--- config.mk ---
export PLATFORM = sky130hd
export DESIGN_NAME = delay_line_var
export DESIGN_NICKNAME = d
export VERILOG_FILES = /design/src/rtl/delay_line_pkg.sv /design/src/rtl/ram2port.sv /design/src/rtl/delay_line_var.sv
export SDC_FILE = /design/constraint.sdc
export NUM_CORES = 1
export LEC_CHECK = 0
export ABC_AREA = 1
export BUFFER_PORTS_ARGS = -buffer_cell sky130_fd_sc_hd__buf_2
export CAP_MARGIN = 10
export CORE_AREA = 2 2 220 222
export DETAILED_ROUTE_END_ITERATION = 10
export DIE_AREA = 0 0 222 224
export GPL_ROUTABILITY_DRIVEN = 1
export SYNTH_ARGS = -nofsm -noshare
export SYNTH_HDL_FRONTEND = slang
export SYNTH_SLANG_ARGS = --single-unit
--- constraint.sdc ---
create_clock -name clk -period 3.59 [get_ports clk]
set_clock_uncertainty 0.15 [all_clocks]
set_input_delay 0.8975 -clock clk [delete_from_list [all_inputs] [get_ports clk]]
set_output_delay 0.8975 -clock clk [all_outputs]
set_load 0.01 [all_outputs]
--- src/rtl/delay_line_pkg.sv ---
`default_nettype none
// +----------------------------------------------------------------------+
// | delay_line_pkg: shared constants and helpers for delay_line_var      |
// | Revision: 1.0                                                        |
// +----------------------------------------------------------------------+
package delay_line_pkg;

   localparam int MIN_DELAY = 2;

   function automatic int clamp_delay(input int value, input int max_value);
      if (value < MIN_DELAY)
         return MIN_DELAY;
      else if (value > max_value)
         return max_value;
      else
         return value;
   endfunction

   // Increment with wrap at an arbitrary (not necessarily power-of-two) depth
   function automatic int ptr_wrap(input int ptr, input int depth);
      return (ptr + 1 >= depth) ? 0 : ptr + 1;
   endfunction

endpackage
`default_nettype wire

--- src/rtl/ram2port.sv ---
`default_nettype none
// +----------------------------------------------------------------------+
// | ram2port: simple dual-port RAM, write port A, registered read port B |
// | Revision: 1.0                                                        |
// +----------------------------------------------------------------------+
module ram2port #(
   parameter int WIDTH = 8,
   parameter int DEPTH = 64,
   parameter int AW    = 6
) (
   input  logic             clk,
   input  logic             i_a_ce,
   input  logic             i_a_we,
   input  logic [AW-1:0]    i_a_addr,
   input  logic [WIDTH-1:0] i_a_din,
   input  logic             i_b_ce,
   input  logic [AW-1:0]    i_b_addr,
   output logic [WIDTH-1:0] o_b_dout
);

   logic [WIDTH-1:0] r_mem [DEPTH];
   logic [WIDTH-1:0] r_dout;

   always_ff @(posedge clk) begin
      if (i_a_ce && i_a_we)
         r_mem[i_a_addr] <= i_a_din;
   end

   always_ff @(posedge clk) begin
      if (i_b_ce)
         r_dout <= r_mem[i_b_addr];
   end

   assign o_b_dout = r_dout;

endmodule
`default_nettype wire

--- src/rtl/delay_line_var.sv ---
`default_nettype none
// +----------------------------------------------------------------------+
// | delay_line_var: run-time programmable RAM-based sample delay line.   |
// | Option macro DELAY_LINE_VAR_CLEAR_EN: force q to 0 while not valid.   |
// | Revision: 1.0                                                        |
// +----------------------------------------------------------------------+
module delay_line_var
   import delay_line_pkg::*;
#(
   parameter  int WIDTH         = 8,
   parameter  int MAX_DEPTH     = 64,
   parameter  int DEFAULT_DELAY = 4,
   localparam int DW            = $clog2(MAX_DEPTH + 1)
) (
   input  logic             clk,
   input  logic             rst,
   input  logic             ce,
   input  logic [WIDTH-1:0] d,
   input  logic [DW-1:0]    delay_set,
   input  logic             delay_load,
   output logic [WIDTH-1:0] q,
   output logic             q_valid,
   output logic [DW-1:0]    delay_cur
);

   localparam int AW = (MAX_DEPTH > 1) ? $clog2(MAX_DEPTH) : 1;

   logic [DW-1:0]    r_delay;
   logic [DW-1:0]    r_fill;
   logic             r_q_valid;
   logic [WIDTH-1:0] r_q;
   logic [AW-1:0]    r_wptr;
   logic [AW-1:0]    r_rptr;

   logic [DW-1:0]    w_delay_new;
   logic [AW-1:0]    w_rseed;
   logic [AW-1:0]    w_waddr;
   logic [AW-1:0]    w_raddr;
   logic             w_qv_next;
   logic [DW-1:0]    w_fill_next;
   logic [WIDTH-1:0] w_rdata;

   assign w_delay_new = DW'(clamp_delay(int'(delay_set), MAX_DEPTH));
   // Read trails write by N-1 so the RAM read register plus r_q add up to N
   assign w_rseed     = AW'(MAX_DEPTH + 1 - int'(w_delay_new));

   always_comb begin
      w_waddr     = r_wptr;
      w_raddr     = r_rptr;
      w_qv_next   = r_q_valid;
      w_fill_next = r_fill;
      if (delay_load) begin
         w_waddr     = '0;
         w_raddr     = w_rseed;
         w_qv_next   = 1'b0;
         w_fill_next = ce ? DW'(1) : '0;
      end else if (ce) begin
         w_qv_next = (r_fill == r_delay);
         if (r_fill != r_delay)
            w_fill_next = r_fill + DW'(1);
      end
   end

   always_ff @(posedge clk) begin
      if (rst) begin
         r_delay   <= DW'(DEFAULT_DELAY);
         r_fill    <= '0;
         r_q_valid <= 1'b0;
         r_q       <= '0;
         r_wptr    <= '0;
         r_rptr    <= AW'(MAX_DEPTH + 1 - DEFAULT_DELAY);
      end else begin
         r_fill    <= w_fill_next;
         r_q_valid <= w_qv_next;
         if (delay_load)
            r_delay <= w_delay_new;
         if (ce) begin
            r_wptr <= AW'(ptr_wrap(int'(w_waddr), MAX_DEPTH));
            r_rptr <= AW'(ptr_wrap(int'(w_raddr), MAX_DEPTH));
         end else if (delay_load) begin
            r_wptr <= w_waddr;
            r_rptr <= w_raddr;
         end
`ifdef DELAY_LINE_VAR_CLEAR_EN
         if (ce || delay_load)
            r_q <= w_qv_next ? w_rdata : '0;
`else
         if (ce && !delay_load)
            r_q <= w_rdata;
`endif
      end
   end

   ram2port #(
      .WIDTH (WIDTH),
      .DEPTH (MAX_DEPTH),
      .AW    (AW)
   ) u_ram (
      .clk      (clk),
      .i_a_ce   (ce),
      .i_a_we   (1'b1),
      .i_a_addr (w_waddr),
      .i_a_din  (d),
      .i_b_ce   (ce),
      .i_b_addr (w_raddr),
      .o_b_dout (w_rdata)
   );

   assign q         = r_q;
   assign q_valid   = r_q_valid;
   assign delay_cur = r_delay;

endmodule
`default_nettype wire

==> impl_metrics.xml <==
<?xml version="1.0" encoding="UTF-8"?>
<metrics>
  <group name="global_route">
    <metric name="grt_max_degree" unit="">97</metric>
    <metric name="grt_antenna_before_repair" unit="">0</metric>
    <metric name="grt_pass1_vias" unit="">15631</metric>
    <metric name="grt_util_all_layers" unit="">0.2596</metric>
    <metric name="grt_pass1_wl" unit="um">97430</metric>
    <metric name="grt.overflow.total" unit="">0</metric>
  </group>
  <group name="layout">
    <metric name="finalNetCount" unit="">2238</metric>
    <metric name="fill_cells" unit="">3981</metric>
    <metric name="most-common-layout-cells" unit="">520 x edfxtp_1, 515 x nand3_1, 428 x nand2_1</metric>
    <metric name="num_antenna_cells" unit="">0</metric>
    <metric name="final_common_cell" unit="">edfxtp_1</metric>
    <metric name="fraction_of_layout_cells_with_a_size_suffix_above_1" unit="">0.1380</metric>
    <metric name="area_growth_syn_to_layout" unit="%">14.76</metric>
  </group>
  <group name="detailed_routing">
    <metric name="drt.antenna.violating_nets" unit="">0</metric>
    <metric name="viasPerCell" unit="">5.716</metric>
    <metric name="first_iter_violations" unit="">1946</metric>
    <metric name="detailroute.via_count" unit="">16438</metric>
    <metric name="drc_violation_count_after_routing" unit="">0</metric>
    <metric name="postRouteWirelength" unit="um">64530</metric>
    <metric name="drtPass1Iterations" unit="">5</metric>
    <metric name="routedWlPerCell" unit="um">22.44</metric>
  </group>
  <group name="cts">
    <metric name="tritoncts" unit="">done</metric>
    <metric name="ctsHoldBuffers" unit="">0</metric>
    <metric name="clock_insertion_delay_worst_skew" unit="ns">0.63</metric>
    <metric name="clk_root_buffer_cell" unit="">clkbuf_16</metric>
    <metric name="ctsHtreeMaxLevel" unit="">2</metric>
    <metric name="clock_path_buffers" unit="">3</metric>
    <metric name="post_cts.repair.setup_buffers" unit="">0</metric>
    <metric name="cts.sinks" unit="">555</metric>
    <metric name="clkSlewWorstSetupHoldPaths" unit="ns">0.06</metric>
    <metric name="ctsResizeCount" unit="">0</metric>
    <metric name="cts_buffers" unit="">57</metric>
  </group>
  <group name="setup_path">
    <metric name="critical_path.most_common_cell" unit="">nand2_1</metric>
    <metric name="critical_path.cell_chain" unit="">buf_2, nor2_1, nand3_1, o21ai_0, nand2_1, ha_1, nand2_1, nand2_4, clkinv_2, buf_4, nor2_4, nand2_1, nor2_1, nor2_1, nand2_1, nand2_1, nand2_1, nand2_1</metric>
    <metric name="timing.critical_path.fanout_max" unit="">13</metric>
    <metric name="library_cell_contributing_the_largest_single_delay_on_the_critical_path" unit="">ha_1</metric>
    <metric name="worstPathArrival" unit="ns">3.38</metric>
    <metric name="critical_path_start_type" unit="">primary input</metric>
    <metric name="startpoint" unit="">delay_set[3]</metric>
    <metric name="cp-end-kind" unit="">register</metric>
    <metric name="critPathMaxStageDelay" unit="ns">0.29</metric>
    <metric name="worst-r2r-setup-slack" unit="ns">1.22</metric>
    <metric name="cp.required" unit="ns">3.81</metric>
    <metric name="timing.setup.critical_path_class" unit="">primary input to register</metric>
    <metric name="r2r_start" unit="">r_rptr[0]</metric>
    <metric name="ff2ff_path_depth" unit="">12</metric>
  </group>
  <group name="yosys">
    <metric name="synth-seq-area-share" unit="">0.6988</metric>
    <metric name="ys_async_sr_fraction" unit="">0</metric>
    <metric name="synth_area" unit="um2">23350</metric>
    <metric name="synth_cells" unit="">2101</metric>
    <metric name="synth_top_cells_by_area" unit="">edfxtp_1 67%, nand3_1 11%, nand2_1 6.9%</metric>
    <metric name="yosys_register_bits" unit="">555</metric>
    <metric name="ys_warn_count" unit="">0</metric>
    <metric name="synth_edf_count" unit="">520</metric>
    <metric name="syn-mean-instance-area" unit="um2">11.11</metric>
    <metric name="post-synth-top-area-fraction" unit="">0.6688</metric>
    <metric name="synth_nets" unit="">2124</metric>
    <metric name="synth_top_area_cell" unit="">edfxtp_1</metric>
    <metric name="synth_cell_types" unit="">35</metric>
    <metric name="synth_flop_cell" unit="">edfxtp_1</metric>
  </group>
  <group name="die">
    <metric name="starting_density" unit="">0.4931</metric>
    <metric name="core" unit="um2">47350</metric>
    <metric name="rows" unit="">80</metric>
    <metric name="die_area" unit="um2">49730</metric>
    <metric name="die_width" unit="um">222</metric>
    <metric name="boundaryPins" unit="">35</metric>
    <metric name="die_y" unit="um">224</metric>
  </group>
  <group name="pwr">
    <metric name="areal_power_density_over_the_cells" unit="nW/um2">533.9</metric>
    <metric name="p_leak" unit="nW">9.750</metric>
    <metric name="p_seq_frac" unit="">0.501</metric>
    <metric name="sw_frac_of_total" unit="">0.2478</metric>
    <metric name="p_int" unit="mW">10.76</metric>
    <metric name="clkPwrFrac" unit="">0.396</metric>
    <metric name="netSwitchingPower" unit="mW">3.545</metric>
    <metric name="comb_power_share" unit="">0.104</metric>
    <metric name="vdd_drop_max" unit="uV">361.0</metric>
  </group>
  <group name="timing">
    <metric name="accumulated_negative_setup_slack" unit="ns">0</metric>
    <metric name="finalHoldViolations" unit="">0</metric>
    <metric name="report.final.setup_viol" unit="">0</metric>
    <metric name="timing_worst_slew_pin_value" unit="ns">0.9904</metric>
    <metric name="finalWorstSetupSlack" unit="ns">0.4234</metric>
    <metric name="timing_max_transition_violations_final" unit="">0</metric>
    <metric name="max_clock_freq" unit="MHz">315.8</metric>
    <metric name="final_period_minus_worst_setup_slack" unit="ns">3.167</metric>
    <metric name="post-route-period-util" unit="">0.8821</metric>
    <metric name="rsz0062_at_grt" unit="">false</metric>
    <metric name="maxSlewHeadroom" unit="">0.3397</metric>
  </group>
  <group name="min_path">
    <metric name="min_path_cells" unit="">2</metric>
    <metric name="hold_path.class" unit="">register to register</metric>
    <metric name="min-delay-start" unit="">q_valid</metric>
  </group>
  <group name="place">
    <metric name="half_perimeter_wire_length_after_placement" unit="um">39930</metric>
    <metric name="count_of_buffers_from_port_buffering" unit="">34</metric>
    <metric name="pre_cts_ws" unit="ns">-0.1659</metric>
    <metric name="globalplace.congestion" unit="">0.9497</metric>
  </group>
  <group name="job">
    <metric name="maximum_capacitance_violations" unit="">0</metric>
  </group>
  <group name="run_status">
    <metric name="run_status" unit="">finished, final reports clean</metric>
  </group>
</metrics>
-- synthesized netlist by cell type (2+ instances only) --
| library cell | instances |
|---|---|
| edfxtp_1 | 520 |
| nand3_1 | 515 |
| nand2_1 | 429 |
| nor2_1 | 233 |
| buf_2 | 84 |
| o21ai_0 | 80 |
| inv_1 | 49 |
| dfxtp_1 | 35 |
| or2_2 | 33 |
| clkbuf_1 | 19 |
| buf_4 | 16 |
| a21oi_1 | 15 |
| inv_2 | 10 |
| o21ai_1 | 10 |
| xnor2_1 | 6 |
| xor2_1 | 6 |
| nor3_1 | 5 |
| o211ai_1 | 5 |
| buf_1 | 4 |
| ha_1 | 4 |
| nand4_1 | 4 |
| nand2_2 | 3 |
| nand3b_1 | 3 |
| nor2_2 | 2 |
-- power by group through the flow --
stage / clock network, mW / logic (mW) / registers [mW]
floorplan: 0 / 0.842 / 7.28
global placement: 0 / 1.46 / 7.30
detailed placement: 0 / 1.47 / 7.29
CTS: 5.74 / 1.48 / 7.16
global route: 5.99 / 1.61 / 7.16
finish: 5.66 / 1.48 / 7.16
-- routing by layer --
layer | GRT usage | part of all wire | vias to the layer above
met5 | 0 | 0 | -
met4 | 0.09285 | 0.033 | 0
met3 | 0.03095 | 0.065 | 123
met2 | 0.4257 | 0.48 | 631
met1 | 0.3604 | 0.42 | 8065
li1 | - | - | 7619
-- worst max-delay path, delay by kind of cell --
kind            cells  cell delay, ns
simple gates       13            1.53
buf+inv             3            0.48
compound gates      1            0.17
fa+ha+maj           1            0.29
-- per-stage QoR --
step | utilization | area (um2) | instances | total power [mW] | hold WS [ns]
finish | 0.5659 | 26790 | 2876 | 14.30 | 0.3414
global route | 0.5659 | 26790 | 2876 | 14.76 | 0.3733
CTS | 0.5659 | 26790 | 2876 | 14.38 | 0.3428
detailed placement | 0.5288 | 25040 | 2771 | 8.767 | 0.3292
global placement | 0.5288 | 25040 | 2771 | 8.757 | 0.3133
floorplan | - | 23350 | 2101 | 8.126 | 0.2930
-- state kept, by name (all words and copies together) (netlist names) --
register	cells
q_valid	1
r_wptr	6
r_rptr	6
u_ram.r_mem	512
u_ram.o_b_dout	8
delay_cur	7
r_fill	7
q	8
-- layout make-up --
type | instances | area [um2] | share of cell area
clock buffer | 74 | 1520 | 0.05674
clock inverter | 31 | 237.7 | 0.008873
inverter | 59 | 222.7 | 0.008312
multi-input combinational | 1363 | 6206 | 0.2316
sequential | 555 | 16320 | 0.6089
tap | 615 | 769.5 | 0.02872
timing repair buffer | 179 | 1521 | 0.05679
-- kinds of logic (layout without fill, tap and decap cells) --
family / Yosys count / after routing / synth area share
AND/OR/NAND/NOR: 1231 / 1231 / 0.2316
flip-flops: 555 / 555 / 0.6988
buffers and inverters: 183 / 343 / 0.03682
AO/OA/AOI/OAI: 116 / 116 / 0.02610
XOR/XNOR: 12 / 12 / 0.004502
adder cells (fa/ha/maj): 4 / 4 / 0.002144
-- final timing paths --
path / endpoint
setup / recovery: u_ram.o_b_dout[7]
hold / removal: q_valid
setup reg to reg: u_ram.o_b_dout[7]
hold reg to reg: q_valid
(Power assumes the default switching activity.)
